## config.mk

```make
export PLATFORM = sky130hd
export DESIGN_NAME = multiple_table_gen
export DESIGN_NICKNAME = d
export VERILOG_FILES = /design/src/rtl/multiple_table_gen.sv
export SDC_FILE = /design/constraint.sdc
export NUM_CORES = 1
export LEC_CHECK = 0
export ABC_CLOCK_PERIOD_IN_PS = 8300
export BUFFER_PORTS_ARGS = -buffer_cell sky130_fd_sc_hd__clkbuf_2
export CORE_UTILIZATION = 55
export CTS_CLUSTER_DIAMETER = 200
export CTS_CLUSTER_SIZE = 25
export DETAILED_ROUTE_END_ITERATION = 10
export PLACE_DENSITY = 0.8
export SYNTH_ARGS = -nofsm -noshare
export SYNTH_HDL_FRONTEND = slang
export SYNTH_SLANG_ARGS = --single-unit
```

## constraint.sdc

```tcl
create_clock -name clk -period 8.3 [get_ports clk]
set_input_delay 0.83 -clock clk [delete_from_list [all_inputs] [get_ports clk]]
set_output_delay 0.83 -clock clk [all_outputs]
set_load 0.05 [all_outputs]
```

## src/rtl/multiple_table_gen.sv

```systemverilog
// Sequential builder of the 16-entry multiple table Mk = k * Multiplicand (mod 2^WIDTH).
// One add per cycle. The table is stable whenever TableValid is high.
module multiple_table_gen #(
  parameter int unsigned WIDTH = 32
) (
  input  logic             clk,
  input  logic             reset,
  input  logic             Start,
  input  logic [WIDTH-1:0] Multiplicand,
  output logic             Busy,
  output logic             Done,
  output logic             TableValid,
  output logic [WIDTH-1:0] M0,
  output logic [WIDTH-1:0] M1,
  output logic [WIDTH-1:0] M2,
  output logic [WIDTH-1:0] M3,
  output logic [WIDTH-1:0] M4,
  output logic [WIDTH-1:0] M5,
  output logic [WIDTH-1:0] M6,
  output logic [WIDTH-1:0] M7,
  output logic [WIDTH-1:0] M8,
  output logic [WIDTH-1:0] M9,
  output logic [WIDTH-1:0] M10,
  output logic [WIDTH-1:0] M11,
  output logic [WIDTH-1:0] M12,
  output logic [WIDTH-1:0] M13,
  output logic [WIDTH-1:0] M14,
  output logic [WIDTH-1:0] M15
);

  typedef enum logic [0:0] {StIdle, StBuild} state_e;

  state_e           state_q, state_d;
  logic [3:0]       idx_q, idx_d;
  logic [WIDTH-1:0] mc_q, mc_d;
  logic             busy_q, busy_d;
  logic             done_q, done_d;
  logic             valid_q, valid_d;
  // Entry 0 is held at zero and never written; it only feeds nothing but keeps indexing uniform.
  logic [WIDTH-1:0] tbl_q [16];
  logic [WIDTH-1:0] tbl_d [16];

  // Next-state: accept Start in idle, otherwise extend the table by one entry per cycle.
  always_comb begin
    state_d = state_q;
    idx_d   = idx_q;
    mc_d    = mc_q;
    busy_d  = busy_q;
    done_d  = 1'b0;
    valid_d = valid_q;
    tbl_d   = tbl_q;
    unique case (state_q)
      StIdle: begin
        if (Start) begin
          mc_d     = Multiplicand;
          tbl_d[1] = Multiplicand;
          for (int k = 2; k < 16; k++) tbl_d[k] = '0;
          busy_d   = 1'b1;
          valid_d  = 1'b0;
          idx_d    = 4'd2;
          state_d  = StBuild;
        end
      end
      StBuild: begin
        // Carry out of the add is intentionally dropped: entries wrap mod 2^WIDTH.
        tbl_d[idx_q] = tbl_q[idx_q - 4'd1] + mc_q;
        idx_d        = idx_q + 4'd1;
        if (idx_q == 4'd15) begin
          busy_d  = 1'b0;
          done_d  = 1'b1;
          valid_d = 1'b1;
          idx_d   = 4'd0;
          state_d = StIdle;
        end
      end
      default: state_d = StIdle;
    endcase
  end

  // State register with synchronous reset taking priority over Start.
  always_ff @(posedge clk) begin
    if (reset) begin
      state_q <= StIdle;
      idx_q   <= 4'd0;
      mc_q    <= '0;
      busy_q  <= 1'b0;
      done_q  <= 1'b0;
      valid_q <= 1'b0;
      for (int k = 0; k < 16; k++) tbl_q[k] <= '0;
    end else begin
      state_q <= state_d;
      idx_q   <= idx_d;
      mc_q    <= mc_d;
      busy_q  <= busy_d;
      done_q  <= done_d;
      valid_q <= valid_d;
      for (int k = 0; k < 16; k++) tbl_q[k] <= tbl_d[k];
    end
  end

  assign Busy       = busy_q;
  assign Done       = done_q;
  assign TableValid = valid_q;
  assign M0         = '0;
  assign M1         = tbl_q[1];
  assign M2         = tbl_q[2];
  assign M3         = tbl_q[3];
  assign M4         = tbl_q[4];
  assign M5         = tbl_q[5];
  assign M6         = tbl_q[6];
  assign M7         = tbl_q[7];
  assign M8         = tbl_q[8];
  assign M9         = tbl_q[9];
  assign M10        = tbl_q[10];
  assign M11        = tbl_q[11];
  assign M12        = tbl_q[12];
  assign M13        = tbl_q[13];
  assign M14        = tbl_q[14];
  assign M15        = tbl_q[15];

endmodule

```

==> impl_metrics.env, run 1 <==
export IMPL_drt_pass1_iter_count=7
export IMPL_drt_iter0_drc=3560
export IMPL_layout_setup_ws_ns=1.98
export IMPL_antenna_found_initial=3
export IMPL_slew_headroom_pct=9.81
export IMPL_critPathLaunchType="flip-flop"
export IMPL_final_setup_tns_ns=0
export IMPL_worst_skew_pair_late_latency_ns=0.62
export IMPL_cts_made_buffers=26
export IMPL_synth_area_leaders="dfxtp_1 (39%), buf_4 (14%), mux4_2 (13%), a22o_1 (6.9%), nand2_1 (4.9%)"
export IMPL_r2r_slack_ns=1.98
export IMPL_synth_top_area_cell="dfxtp_1"
export IMPL_final_util_pct=56.1
export IMPL_multi_input_area_um2=12500
export IMPL_end_kind="flip-flop"
export IMPL_design_die_area_um2=52200
export IMPL_netlist_area_um2=28200
export IMPL_arrival_ns=6.87
export IMPL_start_util_pct=56.0
export IMPL_finalNonFillerCells=3540
export IMPL_drc_errors=0
export IMPL_async_reset_ff_share_pct=0
export IMPL_synth_top_area_share_pct=39.2
export IMPL_finalClockSkew_ns=0.0430
export IMPL_gr_total_overflow=0
export IMPL_required_ns=8.85
export IMPL_slew_viol_final=0
export IMPL_max_freq_ghz=0.158
export IMPL_setup_worst_path_end="M6[31]"
export IMPL_syn_inst=2978
export IMPL_rr_worst_depth=14
export IMPL_cp_top_family="compound AO/OA/AOI/OAI gates"
export IMPL_dp_slack_ns=2.10
export IMPL_fin_crit_sh_pct=76.1
export IMPL_ctsResizeCount=0
export IMPL_place_inst=3509
export IMPL_area_delta_synth_final_pct=0.182
export IMPL_seq_area_frac_synth_pct=39.2
export IMPL_post_route_min_period_ns=6.32
export IMPL_critPathKind="reg -> reg"
export IMPL_path_max_fanout=58
export IMPL_cts_hold_buffers_added=0
export IMPL_cts_setup_buffers=0
export IMPL_ant_nets=0
export IMPL_setup_violations=0
export IMPL_r2r_end="M6[31]"
export IMPL_grt_pass1_wl_um=143000
export IMPL_synth_edf_count=0
export IMPL_yosys_most_used_dff="dfxtp_1"
export IMPL_chipWidth_um=228
export IMPL_power_density_nw_per_um2=172
export IMPL_avgViaCountPerCell=6.48
export IMPL_p_total_mw=4.86
export IMPL_critPathSlowestCell="ha_4"
export IMPL_grt_max_degree=186
export IMPL_hold_class="reg -> reg"
export IMPL_layout_drive_gt1_share_pct=28.2
export IMPL_ios=550
export IMPL_fin_nets=2940
export IMPL_grt_pass1_vias=20700
export IMPL_p_leak_nw=11.4
export IMPL_synth_area_per_cell_um2=9.47
export IMPL_ff_latch_area_um2=11100
export IMPL_dr_total_vias=22900
export IMPL_cp_cell_sequence="inv_1, ha_4, buf_12, buf_12, mux4_2, mux4_2, ha_1, a21o_1, o21a_1, o21ai_0, nor2_1, a221o_1, xnor2_2, a22o_1"
export IMPL_drv_cap=0
export IMPL_place_congestion=1.02
export IMPL_status="complete, no violations"
export IMPL_ctsHtreeMaxLevel=1
export IMPL_cp_depth=14
export IMPL_die_h_um=228
export IMPL_ir_drop_uv=147
export IMPL_io_buffer_count=517
export IMPL_rows=82
export IMPL_crit_path_start="idx_q[0]"
export IMPL_dp_hpwl_um=72300
export IMPL_clk_pin_slew_ns=0.10
export IMPL_clock_sinks=552
export IMPL_synth_seq_cells=552
export IMPL_ys_warn_count=0
export IMPL_root_buffer="clkbuf_16"
export IMPL_wl_per_cell_um=27.8
export IMPL_grt_setup_unrepaired="no"
export IMPL_cts_buffer_depth=3
export IMPL_tightest_slew_ns=1.35
export IMPL_fill_cells=4453
export IMPL_r2r_start="idx_q[0]"
export IMPL_synth_cell_types=71
export IMPL_grt_use_total_pct=36.2
export IMPL_critPathMaxStageDelay_ns=0.94
export IMPL_core_area_um2=50400
export IMPL_drt_total_wl_um=98500
export IMPL_cts_tree="done"
export IMPL_path_buf_inv=3
export IMPL_hold_viol_final=0
worst reg2reg max path, cell delays in order (launching register included):
cell	delay, ns
dfxtp_4	0.65
inv_1	0.22
ha_4	0.94
buf_12	0.37
buf_12	0.31
mux4_2	0.46
mux4_2	0.52
ha_1	0.40
a21o_1	0.25
o21a_1	0.19
o21ai_0	0.39
nor2_1	0.10
a221o_1	0.40
xnor2_2	0.80
a22o_1	0.26
sequential cells by signal, summed over array words and instances (netlist names):
name and cells:
M4 32, Done 1, M10 32, M8 32, tbl_q 32, M12 32, mc_q 32, M15 32
M6 32, M3 32, TableValid 1, M14 32, M2 32, Busy 1, M9 32, M13 32
idx_q 4, M1 32, M7 32, M11 32, M5 32, state_q 1
worst min-delay path by stage:
stage | startpoint | end | cells after the start
2_1_floorplan | tbl_q[480] | tbl_q[480] | 2
3_3_place_gp | tbl_q[491] | tbl_q[491] | 2
3_5_place_dp | tbl_q[507] | tbl_q[507] | 2
4_1_cts | Multiplicand[23] | mc_q[23] | 3
5_1_grt | Multiplicand[8] | mc_q[8] | 3
6_report | tbl_q[501] | tbl_q[501] | 2
per-layer routing:
layer  vias up  track usage (%)  routed length, um
met5         -                0                 13
met2      1662             52.1              41900
li1       9745                -                  -
met1     11300             52.7              39900
met3       202             7.92              12400
met4         2             13.9               4210
cell usage in the layout (no fill, tap or decap), drive strengths merged, types with 6 or more instances in the layout:
master	instances
buf	58
nand3	163
o21a	9
mux4	160
nand2	369
ha	39
clkbuf	544
a211oi	22
and2	15
dfxtp	552
o21ai	35
o31ai	28
nand3b	7
xor2	14
inv	13
a21o	10
nor2	173
a22o	222
and3	6
xnor2	18
nand4	6
nor3	14
conb	32
a21oi	258
a31oi	47
synth_stat cells (6+ instances only):
cell / number
nand2_1: 368
o21a_1: 9
o21ai_0: 30
o31ai_1: 19
nor3_1: 14
buf_1: 27
inv_1: 12
nor2_1: 172
xnor2_1: 15
a31oi_1: 46
a21oi_1: 257
mux4_2: 160
a22o_1: 222
buf_4: 514
and2_0: 13
buf_2: 19
nand3b_1: 7
clkbuf_1: 184
dfxtp_1: 552
a211oi_1: 22
a21o_1: 10
nand3_1: 163
xor2_1: 11
ha_1: 39
nand4_1: 6
o31ai_2: 8
final cells by class:
type,count,area share (%)
multi-input cells,1697,44.3
flip-flops and latches,552,39.1
repair buffers,574,10.8
well taps,672,2.98
clock buffers,28,2.41
inverters,14,0.186
clock inverters,1,0.106
diodes,2,0.0177
power breakdown:
group	internal (mW)	switching (mW)	leakage (nW)	total, mW
combinational	0.175	0.473	6.56	0.647
clock	0.590	0.897	0.345	1.49
sequential	2.68	0.0429	4.46	2.72
total	3.44	1.41	11.4	4.86
metrics by stage:
stage	hold slack [ns]	instance area, um^2
2_1_floorplan	0.433	28300
3_3_place_gp	0.440	27500
3_5_place_dp	0.448	27500
4_1_cts	0.454	28200
5_1_grt	0.461	28200
6_report	0.465	28200
logic make-up (layout without fill, tap and decap cells):
group                      Yosys count  count (layout)  share of synthesized area, %
other                                1              34                        0.0133
adders and majority gates           40              40                          1.80
DFF                                552             552                          39.2
AOI/OAI and AO/OA                  662             662                          16.3
xor gates and xnor gates            32              32                          1.15
buffers and inverters              760             617                          17.1
and+or+nand+nor                    770             770                          11.6
muxes                              161             161                          12.8
Note: power is estimated with default switching activity, not from simulation.
==> run 2, diff against run 1 <==
--- a/config.mk
+++ b/config.mk
@@ -5,7 +5,7 @@
 export SDC_FILE = /design/constraint.sdc
 export NUM_CORES = 1
 export LEC_CHECK = 0
-export ABC_CLOCK_PERIOD_IN_PS = 8300
+export ABC_CLOCK_PERIOD_IN_PS = 5900
 export BUFFER_PORTS_ARGS = -buffer_cell sky130_fd_sc_hd__clkbuf_2
 export CORE_UTILIZATION = 55
 export CTS_CLUSTER_DIAMETER = 200
==> constraint.sdc (replaced) <==
create_clock -name clk -period 5.9 [get_ports clk]
set_input_delay 0.59 -clock clk [delete_from_list [all_inputs] [get_ports clk]]
set_output_delay 0.59 -clock clk [all_outputs]
set_load 0.05 [all_outputs]
==> impl_metrics.env, run 2 (same netlist as run 1, synthesis figures left out) <==
export IMPL_cts_setup_buffers=0
export IMPL_dr_total_vias=23200
export IMPL_mostFrequentLayoutCells="dfxtp_1 (551), clkbuf_2 (516), nand2_1 (367), a21oi_1 (256), a22o_1 (222)"
export IMPL_grt_pass1_wl_um=144000
export IMPL_root_buffer="clkbuf_16"
export IMPL_cts_buffer_depth=3
export IMPL_die_h_um=228
export IMPL_critPathKind="reg -> reg"
export IMPL_p_total_mw=6.81
export IMPL_drt_total_wl_um=99100
export IMPL_chipWidth_um=228
export IMPL_ios=550
export IMPL_hold_class="in -> reg"
export IMPL_critPathLaunchType="flip-flop"
export IMPL_multi_input_area_um2=12500
export IMPL_grt_setup_unrepaired="no"
export IMPL_hold_viol_final=0
export IMPL_fill_cells=4447
export IMPL_required_ns=6.43
export IMPL_critPathSlowestCell="xor2_1"
export IMPL_cts_made_buffers=26
export IMPL_tightest_slew_ns=1.37
export IMPL_layout_setup_ws_ns=0.766
export IMPL_design_die_area_um2=52200
export IMPL_io_buffer_count=517
export IMPL_cts_hold_buffers_added=0
export IMPL_start_util_pct=56.0
export IMPL_drt_iter0_drc=3502
export IMPL_grt_use_total_pct=36.5
export IMPL_antenna_found_initial=10
export IMPL_ff_latch_area_um2=11100
export IMPL_gr_total_overflow=0
export IMPL_clk_pin_slew_ns=0.11
export IMPL_ir_drop_uv=159
export IMPL_cp_top_family="compound AO/OA/AOI/OAI gates"
export IMPL_slew_headroom_pct=8.40
export IMPL_critPathMaxStageDelay_ns=0.53
export IMPL_p_leak_nw=11.4
export IMPL_fin_crit_sh_pct=87.0
export IMPL_place_congestion=1.01
export IMPL_final_common_cell="dfxtp_1"
export IMPL_rows=82
export IMPL_cp_cell_sequence="inv_1, ha_4, buf_4, mux4_2, mux4_2, ha_1, inv_1, fa_1, nor2b_1, o211ai_1, a2111oi_2, o21ai_0, nand3_1, xor2_1, buf_4, nand2_1, a21oi_1"
export IMPL_dp_slack_ns=0.892
export IMPL_post_route_min_period_ns=5.13
export IMPL_slew_viol_final=0
export IMPL_fin_nets=2957
export IMPL_wl_per_cell_um=27.9
export IMPL_area_delta_synth_final_pct=0.679
export IMPL_final_setup_tns_ns=0
export IMPL_worst_skew_pair_late_latency_ns=0.61
export IMPL_ctsHtreeMaxLevel=1
export IMPL_path_buf_inv=4
export IMPL_power_density_nw_per_um2=240
export IMPL_grt_max_degree=222
export IMPL_ant_nets=0
export IMPL_cts_tree="done"
export IMPL_drt_pass1_iter_count=7
export IMPL_grt_pass1_vias=20900
export IMPL_path_max_fanout=26
export IMPL_layout_drive_gt1_share_pct=28.4
export IMPL_avgViaCountPerCell=6.51
export IMPL_drv_cap=0
export IMPL_end_kind="flip-flop"
export IMPL_dp_hpwl_um=72600
export IMPL_core_area_um2=50400
export IMPL_status="complete, no violations"
export IMPL_drc_errors=0
export IMPL_finalClockSkew_ns=0.0374
export IMPL_clock_sinks=552
export IMPL_ctsResizeCount=0
export IMPL_arrival_ns=5.67
export IMPL_max_freq_ghz=0.195
export IMPL_setup_violations=0
-- run 2: cell types whose count changed in the layout (fill, tap and decap cells not counted), sizes merged --
cell	before	now
diode	2	3
buf	58	75
-- run 2: per-stage QoR --
step | utilization (%) | hold WS (ns) | cell area, um^2 | std cells
floorplan | - | 0.433 | 28300 | 3009
global placement | 54.9 | 0.439 | 27700 | 3526
detailed placement | 54.9 | 0.447 | 27700 | 3526
CTS | 56.3 | 0.192 | 28400 | 3555
global route | 56.3 | 0.205 | 28400 | 3555
finish | 56.3 | 0.209 | 28400 | 3558
-- run 2: where the power goes --
group / internal (mW) / switching (mW)
Clock: 0.830 / 1.23
Combinational: 0.258 / 0.671
Sequential: 3.77 / 0.0515
Total: 4.86 / 1.96
-- run 2: path summary, 6_finish.rpt --
path	from	end	slack, ns	cells past startpoint
hold reg to reg	TableValid	TableValid	0.46	2
setup reg to reg	idx_q[1]	tbl_q[502]	0.77	17
setup / recovery	idx_q[1]	tbl_q[502]	0.77	17
hold / removal	Multiplicand[10]	mc_q[10]	0.21	3
-- run 2: worst min-delay path, cell delays in order --
cell and delay [ns]:
clkbuf_2 0.09, nand2_1 0.05, a21oi_1 0.05
-- run 2: layer usage --
metal  global-route usage (%)  up-vias  part of all wire, %
li1                         -     9795                    -
met1                     52.6    11400                   40
met2                     52.5     1731                   43
met3                     8.94      206                   13
met4                     13.7        6                  4.3
met5                        0        -                0.082
-- run 2: final cells by class --
type	count	share of cell area [%]
antenna	3	0.0265
clock buffer	28	2.39
clock inverter	1	0.106
inverter	14	0.185
multi-input combinational	1697	44.0
sequential	552	38.9
tap	672	2.96
timing repair buffer	591	11.4
